$ cat src/rtl/fetch_unit.sv
// Instruction fetch stage: owns the PC, drives a 1-cycle-latency ROM, and hands one word per cycle to the decoder.
// Optional perf counters (perf_issued, perf_bubbles) are built only when FETCH_PERF_EN is defined.
module fetch_unit #(
    parameter logic [7:0]  RESET_VECTOR = 8'h00,
    parameter logic [23:0] NOP_WORD     = 24'h000000,
    parameter logic [7:0]  HALT_OPCODE  = 8'hFF
) (
    input  logic        clk,
    input  logic        rst,
    output logic [7:0]  rom_addr,
    input  logic [23:0] rom_rdata,
    input  logic        stall,
    input  logic        jump_enable,
    input  logic [7:0]  jump_data,
    output logic [23:0] rom_data,
    output logic        instr_valid,
    output logic [7:0]  instr_pc,
    output logic        halted,
    output logic [1:0]  dbg_state
`ifdef FETCH_PERF_EN
    ,
    output logic [15:0] perf_issued,
    output logic [15:0] perf_bubbles
`endif
);

    localparam logic [1:0] RUN   = 2'd0;
    localparam logic [1:0] STALL = 2'd1;
    localparam logic [1:0] REDIR = 2'd2;
    localparam logic [1:0] HALT  = 2'd3;

    logic [1:0]  state;
    logic [7:0]  fetch_pc;
    logic [7:0]  pend_pc;
    logic [7:0]  hold_pc;
    logic [23:0] hold_word;
    logic        pend_valid;
    logic        hold_valid;

    logic [23:0] cur_word;
    logic [7:0]  cur_pc;
    logic        cur_valid;
    logic        cur_halt;
    logic        issue;

    // Handshake: instr_valid=1 means rom_data/instr_pc carry a real instruction this
    // cycle; there is no ready, the decoder applies backpressure with stall, which
    // parks the current word in the hold register until stall drops.
    assign cur_word  = hold_valid ? hold_word : rom_rdata;
    assign cur_pc    = hold_valid ? hold_pc : pend_pc;
    assign cur_valid = hold_valid | pend_valid;
    assign cur_halt  = (cur_word[23:16] == HALT_OPCODE);
    assign issue     = cur_valid & ~stall & (state != HALT) & ~cur_halt;

    assign rom_addr    = fetch_pc;
    assign instr_valid = issue;
    assign rom_data    = issue ? cur_word : NOP_WORD;
    assign instr_pc    = issue ? cur_pc : 8'h00;
    assign halted      = (state == HALT);
    assign dbg_state   = state;

    always_ff @(posedge clk) begin
        if (rst) begin
            state      <= RUN;
            fetch_pc   <= RESET_VECTOR;
            pend_pc    <= 8'h00;
            pend_valid <= 1'b0;
            hold_valid <= 1'b0;
            hold_word  <= 24'h000000;
            hold_pc    <= 8'h00;
        end else begin
            case (state)
                RUN: begin
                    if (cur_valid & ~stall & cur_halt) begin
                        state <= HALT;
                    end else if (issue & jump_enable) begin
                        // The sequential word already in flight is squashed.
                        fetch_pc   <= jump_data;
                        pend_valid <= 1'b0;
                        state      <= REDIR;
                    end else if (cur_valid & stall) begin
                        hold_word  <= cur_word;
                        hold_pc    <= cur_pc;
                        hold_valid <= 1'b1;
                        pend_pc    <= fetch_pc;
                        state      <= STALL;
                    end else begin
                        pend_pc    <= fetch_pc;
                        fetch_pc   <= fetch_pc + 8'd1;
                        pend_valid <= 1'b1;
                    end
                end
                STALL: begin
                    if (~stall) begin
                        hold_valid <= 1'b0;
                        if (cur_halt) begin
                            state <= HALT;
                        end else if (jump_enable) begin
                            fetch_pc   <= jump_data;
                            pend_valid <= 1'b0;
                            state      <= REDIR;
                        end else begin
                            // ROM already holds the word at fetch_pc, so no bubble.
                            fetch_pc   <= fetch_pc + 8'd1;
                            pend_valid <= 1'b1;
                            state      <= RUN;
                        end
                    end
                end
                REDIR: begin
                    pend_pc    <= fetch_pc;
                    fetch_pc   <= fetch_pc + 8'd1;
                    pend_valid <= 1'b1;
                    state      <= RUN;
                end
                HALT: begin
                end
                default: state <= RUN;
            endcase
        end
    end

`ifdef FETCH_PERF_EN
    always_ff @(posedge clk) begin
        if (rst) begin
            perf_issued  <= 16'h0000;
            perf_bubbles <= 16'h0000;
        end else begin
            if (issue && perf_issued != 16'hFFFF) begin
                perf_issued <= perf_issued + 16'd1;
            end
            if (!issue && state != HALT && perf_bubbles != 16'hFFFF) begin
                perf_bubbles <= perf_bubbles + 16'd1;
            end
        end
    end
`endif

endmodule
$ cat config.mk
export PLATFORM = sky130hd
export DESIGN_NAME = fetch_unit
export DESIGN_NICKNAME = d
export VERILOG_FILES = /design/src/rtl/fetch_unit.sv
export SDC_FILE = /design/constraint.sdc
export NUM_CORES = 1
export LEC_CHECK = 0
export ABC_AREA = 1
export CAP_MARGIN = 20
export CORE_UTILIZATION = 40
export DETAILED_ROUTE_END_ITERATION = 12
export GPL_TIMING_DRIVEN = 0
export PLACE_DENSITY = 0.67
export SETUP_SLACK_MARGIN = 0.4
export SLEW_MARGIN = 20
export SYNTH_ARGS = -nofsm -noshare
export SYNTH_HDL_FRONTEND = slang
export SYNTH_SLANG_ARGS = --single-unit
$ cat constraint.sdc
create_clock -name clk -period 2.3 [get_ports clk]
set_input_delay 0.46 -clock clk [delete_from_list [all_inputs] [get_ports clk]]
set_output_delay 0.46 -clock clk [all_outputs]
set_load 0.05 [all_outputs]
==> flow_metrics.tcl, run 1 <==
set metrics [dict create \
    status "finished, violations left" \
    violations_in_the_final_reports "setup timing" \
    gp_congestion 0.814 \
    core-area_sq_um 7410 \
    critPathKind "reg2out" \
    setup_violations 34 \
    core.rowCount 31 \
    worstPathMaxFanout 5 \
    preCtsSetupSlack_ns -0.838 \
    numPortBuffers 77 \
    routed_via_density 4.95 \
    multi_input_area_sq_um 2240 \
    first_global_vias 3271 \
    antenna_left 0 \
    yosys_warnings 0 \
    synth-main-ff-cell "dfxtp_1" \
    first_pass_iters 4 \
    max_slew_margin_pct 65.7 \
    cpMostUsedCell "nand2_4" \
    critical_path.startpoint_type "flip-flop" \
    root_buffer "clkbuf_8" \
    cell_depth_of_the_worst_min_delay_path 2 \
    cap_violations 0 \
    clock_insertion_delay_at_the_later_pin_of_the_skew_report_ns 0.31 \
    critical_path_depth 11 \
    report.final.hold_viol_count 0 \
    worst_path_max_delay_cell "dfxtp_4" \
    tritoncts "built" \
    layout-drive-gt1-share_pct 30.8 \
    globalRoute.totalOverflow 0 \
    groute.layer.met3.usage_pct 3.70 \
    clock_sinks 52 \
    numPlacedInstances 674 \
    ys_seq_elements 52 \
    fmaxAchievable_ghz 0.412 \
    clk_path_buf_depth 2 \
    globalRoute.busiestLayer "met2" \
    layout_min_cycle_time_ns 2.43 \
    reg2reg_depth 17 \
    num_vias 3577 \
    critical_path_buf_inv_count 4 \
    start_util_pct 42.2 \
    synthCells 498 \
    h_tree_depth 2 \
    layoutNonFillerInstCount 723 \
    timing.clock.skew_ns 0.0150 \
    timing.critical_path.required_ns 1.84 \
    seq_area_sq_um 1050 \
    drc 0 \
    met2_usage_pct 38.7 \
    synth.yosys.seq_area_share_pct 33.3 \
    numCtsBuffers 5 \
    wl_um 9680 \
    post_syn_area_sq_um 3130 \
    dieWidth_um 90.4 \
    ioPinCount 80 \
    routed_wire_length_per_instance_um 13.4 \
    crit_path_cell_trace "buf_8, nand2_4, nand2_4, nand2_4, nor2_8, nand2_4, nand2_8, buf_12, buf_16, a21oi_4, buf_6" \
    dpl-instance-area_sq_um 4340 \
    fillerInstances 599 \
    grt_util_all_layers_pct 22.2 \
    setup_slack_ns -0.127 \
    groute.layer.met1.usage_pct 28.3 \
    grt_max_degree 17 \
    antenna_diode_count 0 \
    critPathTopFamily "buffers and inverters" \
    average_cell_area_after_synthesis_sq_um 6.28 \
    fin_area_sq_um 5130 \
    leakagePower_nw 2.31 \
    path_clk_slew_ns 0.09 \
    area.growth.synth_to_final_pct 64.0 \
    floorplan.die_area_sq_um 8170 \
    critical_path.endpoint_type "primary output" \
    cp_data_arrival_time_ns 1.97 \
    min-delay-path-class "reg2reg" \
    vdd_drop_max_uv 678 \
    floorplan.die.height_um 90.4 \
    post_synth_num_cell_types 35 \
    grt_pass1_wl_um 15000 \
    utilization_pct 69.2 \
    grt_setup_unrepaired "yes" \
    crit_path_max_incr_delay_ns 0.41 \
    detailed_place_hpwl_um 6100 \
    layout_worst_path_cycle_share_pct 106 \
    initialDrtViolationCount 120 \
    grt_antenna_before_repair 0 \
    synth_fp_nets 539 \
    drv_slew 0 \
    totalPowerFinal_w 0.00598 \
    synthArstFlopShare_pct 0 \
    synth_edf_count 0 \
    fin_nets 664 \
    worstMarginPinSlew_ns 0.514 \
    power_per_cell_area_nw_per_um2 1170 \
]
==> repair_timing <==
item / CTS / global route
setup buffers: 27 / 8
endpoints found under the setup margin: 82 / 75
cloned: 3 / 3
resized for setup: 301 / 24
hold buffers: 0 / 0
endpoints found under the hold margin: 0 / 0
pin swaps: 24 / 3
==> flip-flops by register name, summed over array words and instances (netlist names) <==
name / flops
hold_word: 24
pend_valid: 1
dbg_state: 2
hold_valid: 1
rom_addr: 8
pend_pc: 8
hold_pc: 8
==> layer usage <==
layer  wire, um  vias up
li1           -     1807
met1       4380     1647
met2       4730      110
met3        430       13
met4        136        0
met5          0        -
==> worst reg2reg max path, stage by stage (launching register included) <==
cell     delay (ns)
dfxtp_4        0.46
inv_8          0.09
nand2_4        0.09
nand2_2        0.07
buf_4          0.13
buf_4          0.12
buf_4          0.12
buf_4          0.12
buf_4          0.12
buf_4          0.12
buf_4          0.12
buf_4          0.12
buf_4          0.12
buf_4          0.12
buf_4          0.12
buf_4          0.12
nand2_1        0.05
a21oi_1        0.06
==> area by class of cell <==
cell class	instances	share of cell area, %
clock buffer	6	1.61
inverter	50	3.88
timing repair buffer	116	24.1
multi-input combinational	374	43.8
clock inverter	2	0.268
sequential	52	20.5
buffer	24	3.49
tap	99	2.42
==> cell families (layout without fill, tap and decap cells) <==
logic type	count (synthesis)	in the layout	share of synthesized area [%]
DFF	52	52	33.3
adders and majority gates	5	5	2.00
AOI/OAI and AO/OA	81	81	13.9
and+or+nand+nor	280	282	39.4
xor gates and xnor gates	6	6	1.68
buffers and inverters	74	198	9.72
==> placed cells by master, fill, tap and decap left out, types with 9 or more instances in the layout <==
cell type        instances
nand2_2                 13
buf_6                   31
nor2_1                  35
dfxtp_1                 49
buf_4                   31
nand2_1                146
clkdlybuf4s50_1         24
dlygate4sd2_1           20
nor2_2                   9
a21oi_1                 40
nand3_1                 19
o21ai_0                 24
nor2_4                  27
nand2_4                 19
inv_1                   46
==> metrics by stage <==
step / hold WS (ns) / setup TNS, ns
after floorplan: 0.426 / 0
after global placement: 0.434 / -25.26
after detailed placement: 0.440 / -26.20
after CTS: 0.453 / -0.729
after global routing: 0.478 / -4.58
final: 0.452 / -2.48
==> cell usage after synthesis (2+ instances only) <==
cell type | n | area share (%)
nand2_1 | 166 | 20
nor2_1 | 60 | 7.2
dfxtp_1 | 52 | 33
a21oi_1 | 48 | 7.7
inv_1 | 47 | 5.6
o21ai_0 | 25 | 4.0
nand3_1 | 19 | 3.0
clkbuf_1 | 14 | 1.7
nand2_2 | 9 | 1.8
nor2_2 | 8 | 1.6
buf_2 | 6 | 0.96
ha_1 | 5 | 2.0
nand2_4 | 5 | 1.8
xor2_1 | 5 | 1.4
nor3_1 | 3 | 0.48
a21boi_0 | 2 | 0.48
buf_6 | 2 | 0.72
inv_2 | 2 | 0.24
nand3_2 | 2 | 0.64
nor2_4 | 2 | 0.72
o21ai_1 | 2 | 0.32
==> path summary, 6_finish.rpt <==
path | start | slack, ns | end
setup / recovery | hold_valid$_SDFFE_PP0P_ | -0.13 | rom_data[21]
hold reg to reg | hold_word[5]$_SDFFE_PP0P_ | 0.45 | hold_word[5]$_SDFFE_PP0P_
hold / removal | hold_word[5]$_SDFFE_PP0P_ | 0.45 | hold_word[5]$_SDFFE_PP0P_
setup reg to reg | hold_valid$_SDFFE_PP0P_ | -0.08 | hold_word[16]$_SDFFE_PP0P_
==> power by group <==
| group | total [W] | switching (W) | internal [W] |
|---|---|---|---|
| Sequential | 0.00138 | 0.000188 | 0.00119 |
| Combinational | 0.00404 | 0.00252 | 0.00152 |
| Clock | 0.000563 | 0.000316 | 0.000247 |
| Total | 0.00598 | 0.00303 | 0.00295 |
Power figures use the tool's default switching activity.
==> run 2, diff against run 1 <==
--- a/config.mk
+++ b/config.mk
@@ -12,7 +12,6 @@
 export GPL_TIMING_DRIVEN = 0
 export PLACE_DENSITY = 0.67
 export SETUP_SLACK_MARGIN = 0.4
-export SLEW_MARGIN = 20
 export SYNTH_ARGS = -nofsm -noshare
 export SYNTH_HDL_FRONTEND = slang
 export SYNTH_SLANG_ARGS = --single-unit
==> results of run 2 <==
No change in the layout: final DEF, timing and power equal those of run 1.
